File: src/rtl/booth_mul_iter.sv
// ----------------------------------------------------------------------------
// booth_mul_iter
//
// Iterative radix-4 Booth multiplier for MULT / MULTU in the execute stage.
// Each CALC cycle retires one Booth group: the selector picks a partial product
// (0, +-X, +-2X) from the three low multiplier bits. Then the sequencer adds it
// and its two's-complement correction bit into the accumulator. It also shifts
// the multiplicand left and the multiplier right by two. After ITER groups,
// the low 64 bits of the accumulator go to {hi, lo}, and done pulses for one
// cycle.
//
// Ports
//   clk        rising-edge clock
//   resetn     asynchronous active-low reset
//   start      new multiply request, sampled only in IDLE
//   signed_op  1 = MULT (signed), 0 = MULTU; sampled with start
//   a          multiplicand; sampled with start
//   b          multiplier; sampled with start
//   flush      abort the operation in flight (CALC only)
//   busy       high while in CALC
//   done       one-cycle pulse; hi/lo are valid in the same cycle
//   hi, lo     64-bit product; held until the next completed operation
// ----------------------------------------------------------------------------

// ----------------------------------------------------------------------------
// booth_pp_sel
//
// Radix-4 Booth partial-product selector. Negative multiples are produced as
// the one's complement of the multiple. A correction flag (c[0] for -X, c[1]
// for -2X) tells the accumulator to add the missing +1.
//
// Ports
//   _X   multiplicand, already aligned to the current group's weight
//   src  Booth group {y[2i+1], y[2i], y[2i-1]}
//   p    selected partial product (one's complement when negative)
//   c    correction flags; their OR is the +1 to add alongside p
// ----------------------------------------------------------------------------
module booth_pp_sel #(
    parameter int ACC_W = 68
) (
    input  logic [ACC_W-1:0] _X,
    input  logic [2:0]       src,
    output logic [ACC_W-1:0] p,
    output logic [1:0]       c
);

    // NOTE: every output gets a default at the top of always_comb so no path
    // leaves it unassigned; otherwise synthesis infers a latch.
    always_comb begin
        p = '0;
        c = 2'b00;
        case (src)
            3'b001, 3'b010: p = _X;
            3'b011:         p = _X << 1;
            3'b100: begin
                p = ~(_X << 1);
                c = 2'b10;
            end
            3'b101, 3'b110: begin
                p = ~_X;
                c = 2'b01;
            end
            default: begin
                p = '0;
                c = 2'b00;
            end
        endcase
    end

endmodule

module booth_mul_iter #(
    parameter int ITER  = 17,
    parameter int ACC_W = 68
) (
    input  logic        clk,
    input  logic        resetn,
    input  logic        start,
    input  logic        signed_op,
    input  logic [31:0] a,
    input  logic [31:0] b,
    input  logic        flush,
    output logic        busy,
    output logic        done,
    output logic [31:0] hi,
    output logic [31:0] lo
);

    localparam int Y_W   = 2 * ITER + 1;
    localparam int CNT_W = $clog2(ITER);
    localparam logic [CNT_W-1:0] LAST = CNT_W'(ITER - 1);

    typedef enum logic [1:0] {
        IDLE = 2'd0,
        CALC = 2'd1,
        DONE = 2'd2
    } state_t;

    state_t           state;
    logic [ACC_W-1:0] x_reg;
    logic [Y_W-1:0]   y_reg;
    logic [ACC_W-1:0] acc;
    logic [CNT_W-1:0] count;

    logic [ACC_W-1:0] pp;
    logic [1:0]       pc;
    logic [ACC_W-1:0] acc_next;
    logic [ACC_W-1:0] x_init;
    logic [Y_W-1:0]   y_init;
    logic             ext_b;

    booth_pp_sel #(
        .ACC_W (ACC_W)
    ) u_sel (
        ._X  (x_reg),
        .src (y_reg[2:0]),
        .p   (pp),
        .c   (pc)
    );

    // The Booth groups run over bits 33..32 of the multiplier, so b gets two
    // extension bits. For MULTU these are zero. The top group then sees
    // {0,0,b[31]} and adds +X when b[31] is set, which keeps unsigned operands
    // exact.
    always_comb begin
        ext_b    = signed_op & b[31];
        x_init   = signed_op ? {{(ACC_W-32){a[31]}}, a} : {{(ACC_W-32){1'b0}}, a};
        y_init   = {ext_b, ext_b, b, 1'b0};
        acc_next = acc + pp + {{(ACC_W-1){1'b0}}, pc[1] | pc[0]};
    end

    // NOTE: all state here uses non-blocking assignments, so every register
    // sees the pre-edge value of every other register, as the hardware does.
    always_ff @(posedge clk or negedge resetn) begin
        if (!resetn) begin
            state <= IDLE;
            x_reg <= '0;
            y_reg <= '0;
            acc   <= '0;
            count <= '0;
            busy  <= 1'b0;
            done  <= 1'b0;
            hi    <= '0;
            lo    <= '0;
        end else begin
            case (state)
                IDLE: begin
                    done <= 1'b0;
                    // start takes priority over flush; flush means nothing here.
                    if (start) begin
                        x_reg <= x_init;
                        y_reg <= y_init;
                        acc   <= '0;
                        count <= '0;
                        busy  <= 1'b1;
                        state <= CALC;
                    end
                end

                CALC: begin
                    if (flush) begin
                        busy  <= 1'b0;
                        state <= IDLE;
                    end else begin
                        acc   <= acc_next;
                        x_reg <= x_reg << 2;
                        y_reg <= y_reg >> 2;
                        count <= count + 1'b1;
                        if (count == LAST) begin
                            // Commit from acc_next so the result is already
                            // valid during the DONE cycle.
                            hi    <= acc_next[63:32];
                            lo    <= acc_next[31:0];
                            busy  <= 1'b0;
                            done  <= 1'b1;
                            state <= DONE;
                        end
                    end
                end

                DONE: begin
                    done  <= 1'b0;
                    state <= IDLE;
                end

                default: begin
                    busy  <= 1'b0;
                    done  <= 1'b0;
                    state <= IDLE;
                end
            endcase
        end
    end

endmodule

File: config.mk
export PLATFORM = sky130hd
export DESIGN_NAME = booth_mul_iter
export DESIGN_NICKNAME = d
export VERILOG_FILES = /design/src/rtl/booth_mul_iter.sv
export SDC_FILE = /design/constraint.sdc
export NUM_CORES = 1
export LEC_CHECK = 0
export BUFFER_PORTS_ARGS = -buffer_cell sky130_fd_sc_hd__buf_2
export CAP_MARGIN = 5
export CORE_AREA = 3 3 143 180
export CTS_BUF_LIST = sky130_fd_sc_hd__clkbuf_4 sky130_fd_sc_hd__clkbuf_8
export CTS_CLUSTER_DIAMETER = 50
export DETAILED_ROUTE_END_ITERATION = 7
export DIE_AREA = 0 0 146 183
export PLACE_DENSITY_LB_ADDON = 0.05
export SLEW_MARGIN = 20
export SYNTH_ARGS = -nofsm -noshare
export SYNTH_HDL_FRONTEND = slang
export SYNTH_HIERARCHICAL = 1
export SYNTH_SLANG_ARGS = --single-unit
File: constraint.sdc
create_clock -name clk -period 5.95 [get_ports clk]
set_input_delay 0.595 -clock clk [delete_from_list [all_inputs] [get_ports clk]]
set_output_delay 0.595 -clock clk [all_outputs]
set_load 0.005 [all_outputs]
# --- Yosys cells after proc, flatten, opt, wreduce, memory -nomap -nowiden ---
# Cells that the tools add are included.
op_classes:
  n_reduce_logical: 9
  bitwise: 6
  n_eq_ne: 13
  addsub: 3
  muxes: 26
op_table:
  columns: ["operator", "n"]
  rows:
  - ["$mux 68", 5]
  - ["$pmux 68 s2", 2]
  - ["$pmux 68 s4", 1]
  - ["$not 68->68", 2]
  - ["$mux 35", 2]
  - ["$pmux 35 s2", 1]
  - ["$add 68x1->68", 1]
  - ["$add 68x68->68", 1]
  - ["$mux 5", 2]
  - ["$pmux 5 s2", 1]
  - ["$eq 3x3->1 const B", 3]
  - ["$reduce_and 3->1", 3]
  - ["$pmux 2 s2", 2]
  - ["$eq 3x2->1 const B", 2]
  - ["$mux 1", 6]
  - ["$mux 2", 3]
  - ["$ne 2x2->1 const B", 3]
  - ["$add 5x1->5 const B", 1]
  - ["$eq 5x5->1 const B", 1]
  - ["$reduce_and 2->1", 2]
  - ["$reduce_or 2->1", 2]
  - ["$eq 3x1->1 const B", 1]
  - ["$ne 3x3->1 const B", 1]
  - ["$pmux 1 s3", 1]
  - ["other kinds (7)", 8]
word_totals:
  regBits: 244
  out_inout_bits: 66
  elab_cells: 66

# --- Logic depth before layout (Yosys ltp) ---
# Gate-level depths: netlist of run 1.
logic_depth:
  word_depth: 7
  depth_mapped: 18
  depth_no_buf: 15

# --- By module ---
# Netlist of run 1, hierarchy kept.
by_module_without_submodules:
  columns: ["mod", "seq_area_each_um2", "cells_per_inst", "instances", "area_per_inst_um2"]
  rows:
  - ["booth_mul_iter", 5980.7, 1331, 1, 12857.3]
  - ["booth_pp_sel", 0.0, 335, 1, 2793.9]

# --- Worst setup path after synthesis of run 1 ---
# No wires, ideal clock.
synth_timing:
  path_kind: "flip-flop to flip-flop"
  from: "register y_reg[1]"
  to: "register hi[26]"
  n_path_buf: 3
  arrival_time_ns: 3.866
  stages_incl_launch_ff: 19
  setup_ns: 0.125
  slack_ns: 1.960
  required_time_ns: 5.825
  cell_sequence: "dfrtp_1 buf_6 buf_6 buf_2 a21oi_1 mux2_2 inv_1 fa_1 fa_1 nor2b_1 o2111ai_1 a211oi_2 o41ai_4 a211oi_1 o21ai_2 a21oi_2 a21oi_1 xnor2_1 mux2_2"
synth_between:
  elab_chain_cells: 5
  word_cells_on_any_way: 13
  classes_between: "2 x add/sub; 6 x eq/ne; 2 x mux; 1 x bitwise; 2 x reduce/logical"
synth_rtl:
  columns: ["item", "line", "rtl"]
  rows:
  - ["start: declaration", "101", "logic [Y_W-1:0] y_reg;"]
  - ["start signal: assignment", "152", "y_reg <= y_init;"]
  - ["start signal: assignment", "167", "y_reg <= y_reg >> 2;"]
  - ["$eq 3x3->1, or another cell as far along", "52", "case (src)"]
  - ["$reduce_or 2->1", "52", null]
  - ["$pmux 68 s4 *", "52", null]
  - ["named net pp[0]", "105", "logic [ACC_W-1:0] pp;"]
  - ["$add 68x68->68 *", "129", "acc_next = acc + pp + {{(ACC_W-1){1'b0}}, pc[1] | pc[0]};"]
  - ["$add 68x1->68 *", "129", null]
  - ["end signal: assignment", "172", "hi <= acc_next[63:32];"]
  - ["end: declaration", "85", "output logic [31:0] hi,"]
# The timed path passes the listed nets; every way through them passes the cells marked *.
# A chain may end at the register's enable or synchronous reset.

# --- Worst setup path in the final report of run 1 ---
layout_timing:
  from: "register y_reg[1]"
  to: "register acc[59]"
layout_between:
  elab_chain_cells: 7
  word_cells_on_any_way: 15
  classes_between: "2 x add/sub; 6 x eq/ne; 4 x mux; 1 x bitwise; 2 x reduce/logical"
layout_rtl:
  columns: ["item", "line", "rtl"]
  rows:
  - ["$eq 3x3->1, or another cell as far along", "52", null]
  - ["$reduce_or 2->1", "52", null]
  - ["$pmux 68 s4 *", "52", null]
  - ["named net pp[46]", "105", null]
  - ["$add 68x68->68 *", "129", null]
  - ["$add 68x1->68 *", "129", null]
  - ["$mux 68 *", "161", "if (flush) begin"]
  - ["$pmux 68 s2 *", "146", "case (state)"]
  - ["end signal: assignment", "165", "acc <= acc_next;"]
  - ["end: declaration", "102", "logic [ACC_W-1:0] acc;"]
# The timed path passes the listed nets; every way through them passes the cells marked *. The select of a mux whose other input is x is not followed.

==> results.json, run 1 <==
{
  "status": "finished, final reports clean",
  "worstPathArrival_ns": 5.73,
  "grt_overflow": 0,
  "root_buffer": "clkbuf_8",
  "period_share_pct": 89.0,
  "crit_type": "reg -> reg",
  "clockPowerShare_pct": 20.4,
  "combinationalPowerShare_pct": 51.6,
  "drt_wl_total_um": 39900,
  "synth_area_per_cell_sq_um": 9.36,
  "cts_buffer_depth": 3,
  "cts_tree": "yes",
  "cts_buffers": 40,
  "syn_area_sq_um": 15400,
  "required_ns": 6.38,
  "via_per_inst": 6.35,
  "drc": 0,
  "die-area_sq_um": 26700,
  "fin_nets": 1821,
  "pin_count": 135,
  "grt_pass1_vias": 12600,
  "min_period_ns": 5.30,
  "fmax_ghz": 0.189,
  "antenna_found_initial": 0,
  "relSlewSlack_pct": 26.5,
  "grt_max_degree": 109,
  "drtIter0Drc": 902,
  "cp-end-kind": "flip-flop",
  "clkSinkCount": 235,
  "synth_cells": 1640,
  "num_vias": 13000,
  "r2r_end": "acc[59]",
  "fin_tns_setup_ns": 0,
  "postCtsSetupBuffers": 0,
  "dp.final_hpwl_um": 26900,
  "rsz0062_at_grt": "false",
  "clk_pin_slew_worst_paths_ns": 0.06,
  "ir_worst_vdd_mv": 0.309,
  "worst_hold_path_type": "in -> async",
  "ant_nets": 0,
  "die_x_um": 146,
  "cts-resized-gates": 0,
  "skew_ns": 0.0276,
  "drive_above_1_share_pct": 16.3,
  "place.gp.congestion": 0.945,
  "cts_hold_buf": 0,
  "wl_per_cell_um": 19.5,
  "startpoint_type": "flip-flop",
  "grt.total_usage_pct": 29.4,
  "power_switching_mw": 3.65,
  "utilization_pct": 69.6,
  "report.final.hold_viol_count": 0,
  "synth_warnings": 6,
  "fp.dieH_um": 183,
  "p_leak_nw": 8.04,
  "rows": 64,
  "critical_path.max_fanout": 48,
  "grt_pass1_wl_um": 65400,
  "worstMarginPinSlew_ns": 1.10,
  "power_density_nw_per_um2": 492,
  "setup_violations": 0,
  "insertion_delay_ns": 0.56,
  "dp_cells": 1974,
  "port_buffers": 134,
  "swShare_pct": 44.0,
  "start_util_pct": 63.3,
  "maxCapViolations": 0,
  "area_growth_pct": 9.93,
  "num_antenna_cells": 0,
  "r2r_start": "y_reg[1]",
  "p_int_mw": 4.65,
  "synth_nets": 1775,
  "reg2reg_slack_ns": 0.65,
  "drt_pass1_iterations": 5,
  "coreArea_sq_um": 24300,
  "crit_start": "y_reg[1]",
  "finalNonFillerCells": 2046,
  "seqPwrFrac_pct": 28.0,
  "slew_violations": 0,
  "reg2regPathDepth": 14,
  "h-tree-depth": 2
}
## critical path, cell delays in order, from the launching register on
cell and delay, ns:
dfrtp_4 0.67, xnor2_2 0.80, buf_4 0.37, buf_4 0.32, o211ai_1 0.19, ha_1 0.45, and3_1 0.36, and2_1 0.19
nand3_1 0.14, nor4_1 0.44, o31ai_2 0.17, a21oi_1 0.45, o211ai_1 0.17, a21o_1 0.22, a32o_1 0.24
## how the worst max path moves through the flow
| stage | end | slack [ns] | depth (start not counted) |
|---|---|---|---|
| final | acc[59] | 0.65 | 14 |
| after global routing | hi[27] | 0.34 | 14 |
| after CTS | acc[59] | 0.71 | 14 |
| after global placement | acc[59] | 0.71 | 14 |
| after floorplan | hi[26] | 1.96 | 18 |
| after detailed placement | acc[59] | 0.69 | 14 |
## cell type report
class                      instances  area, sq um
multi-input combinational       1238         8740
fill                            1962         7380
sequential                       235         5890
timing repair buffer             151          821
clock buffer                      59          762
tap                              330          413
clock inverter                    13          178
inverter                          20         75.1
## metrics by stage
stage	setup slack, ns	cell area, sq um	hold WS [ns]	total power [mW]
CTS	0.709	16900	0.107	8.29
global route	0.342	16900	0.121	8.91
global placement	0.708	15900	0.452	6.49
detailed placement	0.691	15900	0.458	6.56
floorplan	1.96	15400	0.299	5.61
finish	0.654	16900	0.0744	8.30
## cell usage in the layout (no fill, tap or decap), types with 10 or more instances in the layout
cell        n
nand2_1   302
dfrtp_1   232
buf_2     133
xnor2_1    94
a21oi_1    72
ha_1       64
nand4b_1   63
or4b_1     62
o211ai_1   60
a22oi_1    60
a22o_1     60
clkbuf_8   51
nor2_1     42
o21ai_0    40
a21o_1     39
a221o_1    35
xor2_1     30
nand4_1    30
inv_1      19
mux2_2     19
buf_4      16
o21bai_1   13
a31oi_1    10
## layer usage
metal	vias up	GRT usage, %	part of all wire [%]
met2	369	50.0	49
li1	6183	-	-
met5	-	0	0
met3	74	3.86	4.4
met4	0	11.0	3.3
met1	6369	38.9	43
## power groups by stage
stage,clock network [mW],registers [mW],logic (mW)
2_1_floorplan,0,2.17,3.44
6_report,1.70,2.32,4.28
3_3_place_gp,0,2.33,4.16
5_1_grt,1.80,2.37,4.73
4_1_cts,1.73,2.32,4.24
3_5_place_dp,0,2.34,4.22
Power figures use the tool's default switching activity.
==> run 2: changes to the inputs <==
- CORE_AREA: 3 3 143 180 -> 3 3 149 187
- DIE_AREA: 0 0 146 183 -> 0 0 152 190
- GPL_TIMING_DRIVEN: default -> 0
==> run 2 against run 1 <==
Clock power about the same. Wire length increased by 13%. First-iteration DRC count decreased by 7.4%. Highest routed layer unchanged. Maximum frequency decreased by 1.8%. Core utilization decreased by 2.7 points. Hold slack improved by 0.17 ns. Worst setup slack got worse by 0.096 ns. Final cell count increased by 7.0%. Total power increased by 2.6%. Critical path depth unchanged. Flip-flop and latch count unchanged. Global-route usage increased by 1.0 points.
==> results.json, run 2 (synthesis gave the netlist of run 1 again) <==
{
  "status": "finished, final reports clean",
  "clk_pin_slew_worst_paths_ns": 0.06,
  "drtIter0Drc": 835,
  "pin_count": 135,
  "required_ns": 6.39,
  "setup_violations": 0,
  "fin_nets": 1954,
  "num_antenna_cells": 0,
  "grt_overflow": 0,
  "worstPathArrival_ns": 5.83,
  "start_util_pct": 58.8,
  "ant_nets": 0,
  "drt_pass1_iterations": 7,
  "pre_cts_slack_ns": 0.709,
  "fmax_ghz": 0.185,
  "h-tree-depth": 2,
  "antenna_found_initial": 0,
  "combinationalPowerShare_pct": 53.7,
  "grt_max_degree": 95,
  "ir_worst_vdd_mv": 0.256,
  "clkSinkCount": 235,
  "die_x_um": 152,
  "cp-end-kind": "flip-flop",
  "grt_pass1_vias": 13500,
  "slowest_stage": "nor4_1",
  "wl_per_cell_um": 20.6,
  "dp.final_hpwl_um": 33200,
  "die-area_sq_um": 28900,
  "area_growth_pct": 13.6,
  "cts_tree": "yes",
  "root_buffer": "clkbuf_8",
  "worst_hold_path_type": "in -> reg",
  "relSlewSlack_pct": 41.1,
  "worst_slack_ns": 0.558,
  "report.final.hold_viol_count": 0,
  "fp.dieH_um": 190,
  "p_leak_nw": 8.27,
  "clockPowerShare_pct": 19.7,
  "cts_buffers": 40,
  "power_switching_mw": 3.81,
  "port_buffers": 134,
  "rows": 66,
  "rsz0062_at_grt": "false",
  "grt_pass1_wl_um": 71800,
  "insertion_delay_ns": 0.57,
  "period_share_pct": 90.6,
  "grt.total_usage_pct": 30.4,
  "utilization_pct": 66.8,
  "fin_tns_setup_ns": 0,
  "num_vias": 13700,
  "drive_above_1_share_pct": 15.6,
  "cts_buffer_depth": 3,
  "coreArea_sq_um": 26100,
  "drt_wl_total_um": 45200,
  "crit_type": "reg -> reg",
  "drc": 0,
  "min_period_ns": 5.39,
  "skew_ns": 0.0204,
  "worstMarginPinSlew_ns": 0.884,
  "place.gp.congestion": 0.973,
  "path_cells": "xnor2_1 > clkbuf_1 > o211ai_1 > ha_1 > a21o_1 > a31oi_1 > o211ai_1 > nor4_1 > nor4_1 > o31ai_2 > a21oi_1 > a221oi_2 > xnor2_1 > mux2_2",
  "startpoint_type": "flip-flop",
  "final_cell_mix": "nand2_1, dfrtp_1, buf_2, clkbuf_1, xnor2_1",
  "seqPwrFrac_pct": 26.6,
  "maxCapViolations": 0,
  "slew_violations": 0,
  "slowest_delay_ns": 0.73,
  "via_per_inst": 6.24,
  "critical_path.max_fanout": 10,
  "power_density_nw_per_um2": 488,
  "p_int_mw": 4.70,
  "final_common_cell": "nand2_1",
  "swShare_pct": 44.8
}
-- run 2: cell types whose count changed in the layout (fill, tap and decap cells not counted), sizes merged --
cell and change:
clkinv +2, inv -1, dlygate4sd3 +1, buf +19, clkbuf +114, clkinvlp -2
-- run 2: path summary, 6_finish.rpt --
path                       startpoint   endpoint  slack, ns  cells past startpoint
hold / removal                  a[16]  x_reg[16]       0.25                      3
max in group asynchronous      resetn    acc[58]       4.10                      4
min in group asynchronous      resetn    acc[23]       0.56                      2
hold reg to reg                hi[10]     hi[10]       0.47                      2
setup / recovery             y_reg[1]     hi[29]       0.56                     14
setup reg to reg             y_reg[1]     hi[29]       0.56                     14
-- run 2: power groups by stage --
stage                     Clock [mW]  Sequential [mW]  Combinational (mW)
after global placement             0             2.27                4.41
after detailed placement           0             2.27                4.49
after CTS                       1.70             2.26                4.51
after global routing            1.77             2.31                5.01
final                           1.67             2.27                4.57
after floorplan                    0             2.17                3.44
-- run 2: cell type report --
type / instances / area [sq um]
plain buffers: 147 / 687
clock buffers: 60 / 751
clock inverters: 12 / 164
fillers: 2241 / 8650
inverters: 20 / 75.1
multi-input cells: 1238 / 8710
flip-flops and latches: 235 / 5880
well taps: 340 / 425
repair buffers: 137 / 746
-- run 2: routing by layer --
layer  track usage, %  wire [um]  vias up
met4             12.1       1720        0
met3             4.55       2550      100
met5                0          0        -
li1                 -          -     6449
met1             40.3      19400     6659
met2             50.7      21500      459
-- run 2: critical path, delay by kind of cell, from the launching register on --
family / cells / cell delay, ns
AO/OA/AOI/OAI: 7 / 1.89
XOR/XNOR: 2 / 0.83
adder cells (fa/ha/maj): 1 / 0.41
buffers and inverters: 1 / 0.43
flip-flops: 1 / 0.49
multiplexers: 1 / 0.28
AND/OR/NAND/NOR: 2 / 0.93
-- run 2: per-stage QoR --
stage	std cells	hold WS [ns]	area, sq um	total power [mW]
after global routing	2189	0.233	17400	9.08
after CTS	2189	0.218	17400	8.47
final	2189	0.246	17400	8.51
after detailed placement	2116	0.457	16500	6.76
after floorplan	1640	0.299	15400	5.61
after global placement	2114	0.453	16500	6.68
-- run 2: repair_timing --
item	in CTS	in global routing
setup buffers	0	0
hold endpoints to repair	64	0
gates resized for setup	0	0
endpoints found under the setup margin	0	0
hold buffers	1	0
